$ cat config.mk
export PLATFORM = sky130hd
export DESIGN_NAME = ntt_masked_sadd_sched
export DESIGN_NICKNAME = d
export VERILOG_FILES = /design/src/rtl/ntt_defines_pkg.sv /design/src/rtl/ntt_masked_sadd_obuf.sv /design/src/rtl/ntt_masked_sadd_sched.sv
export SDC_FILE = /design/constraint.sdc
export NUM_CORES = 2
export LEC_CHECK = 0
export BUFFER_PORTS_ARGS = -buffer_cell sky130_fd_sc_hd__buf_2
export CORE_UTILIZATION = 45
export DETAILED_ROUTE_END_ITERATION = 7
export GPL_TIMING_DRIVEN = 0
export PLACE_DENSITY = 0.59
export SLEW_MARGIN = 0
export SYNTH_ARGS = -nofsm -noshare
export SYNTH_HDL_FRONTEND = slang
export SYNTH_HIERARCHICAL = 1
export SYNTH_SLANG_ARGS = --single-unit
$ cat constraint.sdc
create_clock -name clk -period 6.3 [get_ports clk]
set_input_delay 1.575 -clock clk [delete_from_list [all_inputs] [get_ports clk]]
set_output_delay 1.575 -clock clk [all_outputs]
set_load 0.03 [all_outputs]
$ cat src/rtl/ntt_defines_pkg.sv
// Shared definitions for the masked special-adder scheduler: FSM state encoding
// and default sizing constants.
package ntt_defines_pkg;

    typedef enum logic [1:0] {
        IDLE  = 2'd0,
        RUN   = 2'd1,
        DRAIN = 2'd2,
        DONE  = 2'd3
    } sadd_state_t;

    localparam int SADD_WIDTH = 23;
    localparam int SADD_LAT   = SADD_WIDTH + 3;
    localparam int SADD_DEPTH = 32;
    localparam int SADD_CNTW  = 9;

endpackage

$ cat src/rtl/ntt_masked_sadd_obuf.sv
// Result buffer for the masked special adder: synchronous FIFO holding
// {share1, share0, last} entries, with occupancy output and synchronous clear.
module ntt_masked_sadd_obuf
    import ntt_defines_pkg::*;
#(
    parameter int DW    = 2 * SADD_WIDTH + 1,
    parameter int DEPTH = SADD_DEPTH,
    parameter int OCCW  = $clog2(DEPTH + 1)
) (
    input  logic            clk,
    input  logic            rst_n,
    input  logic            zeroize,
    input  logic            wr_en,
    input  logic [DW-1:0]   wr_data,
    input  logic            rd_en,
    output logic            rd_valid,
    output logic [DW-1:0]   rd_data,
    output logic [OCCW-1:0] occupancy
);

    localparam int AW = (DEPTH > 1) ? $clog2(DEPTH) : 1;

    logic [DW-1:0]   mem [DEPTH];
    logic [AW-1:0]   wr_ptr;
    logic [AW-1:0]   rd_ptr;
    logic [OCCW-1:0] occ_q;
    logic            do_wr;
    logic            do_rd;

    function automatic logic [AW-1:0] ptr_inc(input logic [AW-1:0] p);
        return (p == AW'(DEPTH - 1)) ? '0 : p + 1'b1;
    endfunction

    assign rd_valid  = (occ_q != '0);
    assign do_rd     = rd_en & rd_valid;
    // A full buffer still accepts a write when the head leaves in the same cycle.
    assign do_wr     = wr_en & ((occ_q != OCCW'(DEPTH)) | do_rd);
    assign rd_data   = rd_valid ? mem[rd_ptr] : '0;
    assign occupancy = occ_q;

    always_ff @(posedge clk or negedge rst_n) begin
        if (!rst_n) begin
            wr_ptr <= '0;
            rd_ptr <= '0;
            occ_q  <= '0;
            for (int i = 0; i < DEPTH; i++) mem[i] <= '0;
        end else if (zeroize) begin
            wr_ptr <= '0;
            rd_ptr <= '0;
            occ_q  <= '0;
            for (int i = 0; i < DEPTH; i++) mem[i] <= '0;
        end else begin
            if (do_wr) begin
                mem[wr_ptr] <= wr_data;
                wr_ptr      <= ptr_inc(wr_ptr);
            end
            if (do_rd) rd_ptr <= ptr_inc(rd_ptr);
            case ({do_wr, do_rd})
                2'b10:   occ_q <= occ_q + 1'b1;
                2'b01:   occ_q <= occ_q - 1'b1;
                default: occ_q <= occ_q;
            endcase
        end
    end

endmodule

$ cat src/rtl/ntt_masked_sadd_sched.sv
// Issue scheduler for a fixed-latency masked special adder: credit-based issue,
// valid/last tag pipeline matching the adder latency, and a result buffer.
module ntt_masked_sadd_sched
    import ntt_defines_pkg::*;
#(
    parameter int WIDTH = SADD_WIDTH,
    parameter int LAT   = WIDTH + 3,
    parameter int DEPTH = SADD_DEPTH,
    parameter int CNTW  = SADD_CNTW
) (
    input  logic               clk,
    input  logic               rst_n,
    input  logic               zeroize,
    input  logic               start,
    input  logic [CNTW-1:0]    num_coeffs,
    input  logic               in_valid,
    output logic               in_ready,
    input  logic               rnd_valid,
    output logic               issue,
    input  logic [2*WIDTH-1:0] res_masked,
    output logic               out_valid,
    input  logic               out_ready,
    output logic [2*WIDTH-1:0] out_masked,
    output logic               out_last,
    output logic               busy,
    output logic               done
);

    localparam int IFW  = $clog2(LAT + 1);
    localparam int OCCW = $clog2(DEPTH + 1);
    localparam int CRW  = ((IFW > OCCW) ? IFW : OCCW) + 1;

    sadd_state_t       state_q;
    logic [CNTW-1:0]   num_q;
    logic [CNTW-1:0]   issued_q;
    logic [IFW-1:0]    inflight_q;
    logic [LAT-1:0]    tag_vld_p;
    logic [LAT-1:0]    tag_last_p;

    logic [OCCW-1:0]   occupancy;
    logic [CRW-1:0]    credit_used;
    logic              credit_ok;
    logic              issue_last;
    logic              wr_en;
    logic              wr_last;
    logic              pop;
    logic              drain_empty;
    logic [2*WIDTH:0]  buf_rd_data;

    // Results already in flight are counted against buffer space so the adder
    // pipeline never needs back-pressure.
    assign credit_used = CRW'(inflight_q) + CRW'(occupancy);
    assign credit_ok   = credit_used < CRW'(DEPTH);

    assign issue      = (state_q == RUN) & in_valid & rnd_valid & credit_ok & (issued_q < num_q);
    assign in_ready   = issue;
    assign issue_last = issue & (CNTW'(issued_q + 1'b1) == num_q);

    assign wr_en   = tag_vld_p[LAT-1];
    assign wr_last = tag_last_p[LAT-1];
    assign pop     = out_valid & out_ready;

    // Completion is taken on the cycle the final entry leaves the buffer.
    assign drain_empty = (inflight_q == '0) &
                         ((occupancy == '0) | ((occupancy == OCCW'(1)) & pop));

    assign busy = (state_q != IDLE);
    assign done = (state_q == DONE);

    always_ff @(posedge clk or negedge rst_n) begin
        if (!rst_n) begin
            state_q  <= IDLE;
            num_q    <= '0;
            issued_q <= '0;
        end else if (zeroize) begin
            state_q  <= IDLE;
            num_q    <= '0;
            issued_q <= '0;
        end else begin
            if (issue) issued_q <= issued_q + 1'b1;
            unique case (state_q)
                IDLE: begin
                    if (start) begin
                        num_q    <= num_coeffs;
                        issued_q <= '0;
                        state_q  <= (num_coeffs != '0) ? RUN : DONE;
                    end
                end
                RUN: begin
                    if (issued_q == num_q) state_q <= DRAIN;
                end
                DRAIN: begin
                    if (drain_empty) state_q <= DONE;
                end
                DONE: begin
                    state_q <= IDLE;
                end
                default: state_q <= IDLE;
            endcase
        end
    end

    // Tag pipeline: stage p0 captures the issue, stage LAT-1 lines up with res_masked.
    always_ff @(posedge clk or negedge rst_n) begin
        if (!rst_n) begin
            tag_vld_p  <= '0;
            tag_last_p <= '0;
            inflight_q <= '0;
        end else if (zeroize) begin
            tag_vld_p  <= '0;
            tag_last_p <= '0;
            inflight_q <= '0;
        end else begin
            tag_vld_p  <= {tag_vld_p[LAT-2:0], issue};
            tag_last_p <= {tag_last_p[LAT-2:0], issue_last};
            inflight_q <= inflight_q + IFW'(issue) - IFW'(wr_en);
        end
    end

    ntt_masked_sadd_obuf #(
        .DW    (2 * WIDTH + 1),
        .DEPTH (DEPTH),
        .OCCW  (OCCW)
    ) u_obuf (
        .clk       (clk),
        .rst_n     (rst_n),
        .zeroize   (zeroize),
        .wr_en     (wr_en),
        .wr_data   ({res_masked, wr_last}),
        .rd_en     (out_ready),
        .rd_valid  (out_valid),
        .rd_data   (buf_rd_data),
        .occupancy (occupancy)
    );

    assign out_masked = buf_rd_data[2*WIDTH:1];
    assign out_last   = buf_rd_data[0];

endmodule

Word-level counts from Yosys, hierarchy flattened
Index checks and enable logic that the tools add are counted.

Flip-flop bits (word level): 1597.

Equality and inequality tests: 14. Order comparisons: 5. Bitwise gates (word level): 13. Add/subtract/negate cells: 8. Reduce and logical (&&, ||, !) cells: 14. Muxes and demuxes: 33.

Operators with widths (number): $mux W1504 (2); $bwmux W1504 (1); $bmux W47 S5 (1); $demux W47 S5 (1); $mux W47 (4); $mux W9 (7); $mux W26 (2); $mux W5 (7); $eq A9 B9 Y1 (2); $ge A6 B6 Y1 const B (2); $not A5 Y6 (2); $pmux W6 S2 (1); $add A5 B1 Y5 const B (2); $eq A5 B5 Y1 const B (2); $mux W2 (5); $reduce_bool A2 Y1 (5); $add A9 B1 Y9 const B (1); $and A1 B1 Y1 (9); $lt A9 B9 Y1 (1); $reduce_bool A9 Y1 (1); $pmux W2 S4 (1); $add A5 B6 Y7 (1); $lt A7 B6 Y1 const B (1); $add A6 B1 Y6 const B (1); other kinds (20) (25).

Longest topological paths before layout
Depth in word-level cells: 9. Mapped depth: 15.

Hierarchy
Netlist, hierarchy kept.

By module, submodules not included: ntt_masked_sadd_obuf (cells each 7132, sequential area each 38036.5 um^2, area an instance 71737.6 um^2, instances 1); ntt_masked_sadd_sched (cells each 330, sequential area each 1926.8 um^2, area an instance 3592.2 um^2, instances 1).

Least setup slack after synthesis
No wires, ideal clock.

Path type: input port to output port. Start: input in_valid. End: output issue. Stages: 6. Setup slack: 1.629 ns. Data arrival time: 3.096 ns. Buffers on the path: 2. Required time: 4.725 ns. Cells stage by stage: nand2_1 > a221oi_1 > o2111ai_2 > buf_2 > nor2_1 > buf_4.

Cells in the longest elaborated chain, start to end: 4.

Ends and longest elaborated chain: from (decl) (line ntt_masked_sadd_sched.sv:16) `input logic in_valid,`; $and A1 B1 Y1 (4 in series) (line ntt_masked_sadd_sched.sv:55) `assign issue = (state_q == RUN) & in_valid & rnd_valid & credit_ok & (issued_q < num_q);`; to (decl) (line ntt_masked_sadd_sched.sv:19) `output logic issue,`.

No other way between the ends.

Final worst setup path
Start: register u_obuf.rd_ptr[0]. End: output out_masked[5].

Cells in the longest elaborated chain, start to end: 5.

Ends and longest elaborated chain: from (decl) (line ntt_masked_sadd_obuf.sv:25) `logic [AW-1:0] rd_ptr;`; from (signal assigned) (line ntt_masked_sadd_obuf.sv:57) `if (do_rd) rd_ptr <= ptr_inc(rd_ptr);`; $not A5 Y6 (implied by the code) (line ntt_masked_sadd_obuf.sv:38) `assign rd_data = rd_valid ? mem[rd_ptr] : '0;`; $bmux W47 S5 (line ntt_masked_sadd_obuf.sv:38); $mux W47 (implied by the code) (2 in series) (line ntt_masked_sadd_obuf.sv:38); $mux W47 (line ntt_masked_sadd_obuf.sv:38); to (decl) (line ntt_masked_sadd_sched.sv:23) `output logic [2*WIDTH-1:0] out_masked,`.

No other way between the ends. The select of a mux whose other input is x is not followed.

==> flow_metrics.env <==
export IMPL_ff_latch_area_sq_um=40000
export IMPL_vdd_drop_max_mv=0.325
export IMPL_timing_final_crit_share_pct=100
export IMPL_worstSetupStartpointType="flop"
export IMPL_drt_initial_drc_count=6824
export IMPL_synth_xor_area_share_pct=0.186
export IMPL_synth_top_area_share_pct=53.1
export IMPL_yosysMostFrequentCell="nand2_1"
export IMPL_power_density_nw_per_um2=275
export IMPL_dp_hpwl_mm=205
export IMPL_drv_slew=11
export IMPL_grt_overflow=0
export IMPL_synthAdderAreaFrac_pct=0.634
export IMPL_clockBufferDepth=3
export IMPL_netlist_area_sq_um=75300
export IMPL_seqPwrFrac_pct=44.2
export IMPL_crit_path_end_kind="output port"
export IMPL_grt_pass1_vias=59192
export IMPL_synthTopCellsByArea="dfrtp_1 (53%), nand2_1 (12%), mux4_2 (11%)"
export IMPL_holdPathEnd="tag_vld_p[25]"
export IMPL_p_leak_uw=0.0340
export IMPL_postSynthNetCount=7561
export IMPL_synthTopCellsByCount="nand2_1 (2,450), dfrtp_1 (1,597), a21oi_1 (1,302)"
export IMPL_antenna_found_initial=10
export IMPL_syn_inst=7462
export IMPL_drt_first_pass_iters=6
export IMPL_die_w_microns=411
export IMPL_postRouteAntennaNets=0
export IMPL_fmax_ghz=0.158
export IMPL_finalHoldViolations=0
export IMPL_yosys_warnings=6
export IMPL_violations="capacitance limit, slew limit, setup timing"
export IMPL_grt_first_pass_wirelength_mm=397
export IMPL_synth_compound_area_share_pct=13.7
export IMPL_cp_arrival_ps=4750
export IMPL_total_power_uw=23400
export IMPL_drv_cap=1
export IMPL_grt_total_usage_pct=31.9
export IMPL_status="finished with violations"
export IMPL_portBuffers=109
export IMPL_h_tree_depth=4
export IMPL_design_area_sq_um=84900
export IMPL_dpl_cell_area_sq_um=78900
export IMPL_synth_largest_area_cell="dfrtp_1"
export IMPL_final_nets=7859
export IMPL_r2r_end="u_obuf/mem[550]"
export IMPL_swShare_pct=26.6
export IMPL_cts_setup_buffers=0
export IMPL_synth_flop_cell="dfrtp_1"
export IMPL_crit_required_ps=4720
export IMPL_die_h_microns=411
export IMPL_avgRoutedWirePerCell_microns=26.5
export IMPL_gp_congestion=0.962
export IMPL_synth_cell_types=66
export IMPL_synth_simple_area_share_pct=14.4
export IMPL_worst_skew_pair_late_latency_ps=830
export IMPL_hp_class="reg2reg"
export IMPL_synth_top_family_by_area="simple AND/OR/NAND/NOR gates"
export IMPL_core_rowCount=149
export IMPL_holdPathStages=1
export IMPL_cts_sinks=1597
export IMPL_synth_edf_count=0
export IMPL_critical_path_class="reg2out"
export IMPL_worst_path_max_fanout=10
export IMPL_power_frac_comb_pct=10.4
export IMPL_cts_buffers=174
export IMPL_grt_max_degree=165
export IMPL_io_pins=114
export IMPL_synth_area_mux_share_pct=14.0
export IMPL_setup_viol=2
export IMPL_period_needed_ps=6330
export IMPL_n_fill_cell=15055
export IMPL_skew_ps=24.2
export IMPL_avgSynthCellArea_sq_um=10.1
export IMPL_rsz0062_at_grt="true"
export IMPL_yosysSeqAreaShare_pct=53.1
export IMPL_relSlewSlack_pct=-0.828
export IMPL_drcViolationCount=0
export IMPL_clockPowerShare_pct=45.3
export IMPL_area_growth_pct=12.8
export IMPL_wirelength_mm=268
export IMPL_ys_ff_latch=1597
export IMPL_reg2reg_slack_ps=1460
export IMPL_intPower_uw=17200
export IMPL_vias_per_cell=5.90
export IMPL_fin_ws_ps=-27.3
export IMPL_p_sw_uw=6220
export IMPL_worst_r2r_cell_count=9
export IMPL_min_from="tag_vld_p[24]"
export IMPL_r2r_start="u_obuf/occupancy[0]"
export IMPL_ctsHoldBuffers=0
export IMPL_core_sq_um=166000
export IMPL_drive_above_1_share_pct=14.2
export IMPL_clk_pin_slew_worst_paths_ps=60
export IMPL_multi_input_area_sq_um=32300
export IMPL_num_vias=59541
export IMPL_async_flop_share_pct=100
export IMPL_initial_core_util_pct=45.5
export IMPL_worst_pin_slew_ps=1510
export IMPL_cts_tree="yes"
export IMPL_clock_root_buffer="clkbuf_16"
export IMPL_dieArea_sq_um=169000
-- layout by cell type, fill, tap and decap left out, types with 40 or more instances in the layout --
| master | Yosys | routed |
|---|---|---|
| nand2_1 | 2450 | 2450 |
| dfrtp_1 | 1597 | 1597 |
| a21oi_1 | 1302 | 1302 |
| clkbuf_1 | 363 | 386 |
| mux4_2 | 376 | 376 |
| o2bb2ai_1 | 307 | 307 |
| buf_2 | 165 | 273 |
| clkbuf_16 | 0 | 178 |
| buf_1 | 158 | 156 |
| nor2_1 | 155 | 155 |
| mux2_2 | 98 | 98 |
| mux2i_1 | 95 | 95 |
| nor2b_1 | 57 | 57 |
| o22ai_1 | 47 | 47 |
| clkbuf_8 | 0 | 40 |
-- worst max path at each step --
stage | start | end | slack, ps | cells past startpoint
after floorplan | in_valid | issue | 1630 | 6
after global placement | rst_n | u_obuf/mem[1161] | -32630 | 1
after detailed placement | u_obuf/rd_ptr[0] | out_masked[5] | -300 | 9
after CTS | u_obuf/rd_ptr[1] | out_masked[5] | 20 | 10
after global routing | u_obuf/rd_ptr[1] | out_masked[7] | -10 | 10
final | u_obuf/rd_ptr[0] | out_masked[5] | -30 | 9
-- layer usage --
metal  up-vias  global-route usage [%]  wire [microns]
li1      26306                       -               -
met1     30341                    44.0          111000
met5         -                       0              10
met3       444                    7.64           24000
met2      2448                    47.5          118000
met4         2                    14.9           13900
-- power by group through the flow --
stage	clock network [uW]	registers (uW)	logic, uW
6_report	10600	10300	2440
5_1_grt	11200	10300	2580
4_1_cts	10700	10300	2430
3_5_place_dp	0	10500	2430
3_3_place_gp	0	10600	2380
2_1_floorplan	0	10500	1400
-- state kept, by name, summed over array words and instances, names as in the netlist --
register,flops
inflight_q,5
u_obuf/mem,1504
tag_vld_p,26
state_q,2
u_obuf/occupancy,6
u_obuf/rd_ptr,5
issued_q,9
num_q,9
tag_last_p,26
u_obuf/wr_ptr,5
-- layout make-up --
type / count / share of cell area (%)
antenna: 6 / 0.0177
buffer: 713 / 3.57
clock buffer: 254 / 6.05
clock inverter: 67 / 0.907
inverter: 25 / 0.110
multi-input combinational: 5127 / 38.0
sequential: 1597 / 47.1
tap: 2189 / 3.22
timing repair buffer: 122 / 1.07
-- per-stage QoR --
stage                     setup slack, ps  utilization [%]  hold WS [ps]  TNS [ps]  instances
after floorplan                      1630                -           439         0       7462
after global placement             -32630             47.5           444         -       9760
after detailed placement             -301             47.7           447     -2130       9772
after CTS                            15.8             51.3           456         0      10093
after global routing                -13.4             51.3           477     -13.4      10095
final                               -27.3             51.3           453     -44.5      10100
-- what timing repair did --
item / CTS / global route
hold endpoints to repair: 0 / 0
resized for setup: 11 / 12
setup endpoints to repair: 47 / 17
-- logic make-up (layout without fill, tap and decap cells) --
group	Yosys count	count (layout)
simple gates	2764	2764
xor+xnor	16	16
fa+ha+maj	37	37
compound gates	1741	1741
flops	1597	1597
buf+inv	738	1181
mux	569	569
other cells	0	6
-- critical path, cell delays in order (launching register included) --
cell	delay [ps]
dfrtp_1	400
clkbuf_4	410
clkbuf_4	450
buf_2	550
mux4_2	630
mux2i_1	180
nor2_1	110
a21oi_1	480
o22ai_1	380
buf_2	300
Power figures use the tool's default switching activity.
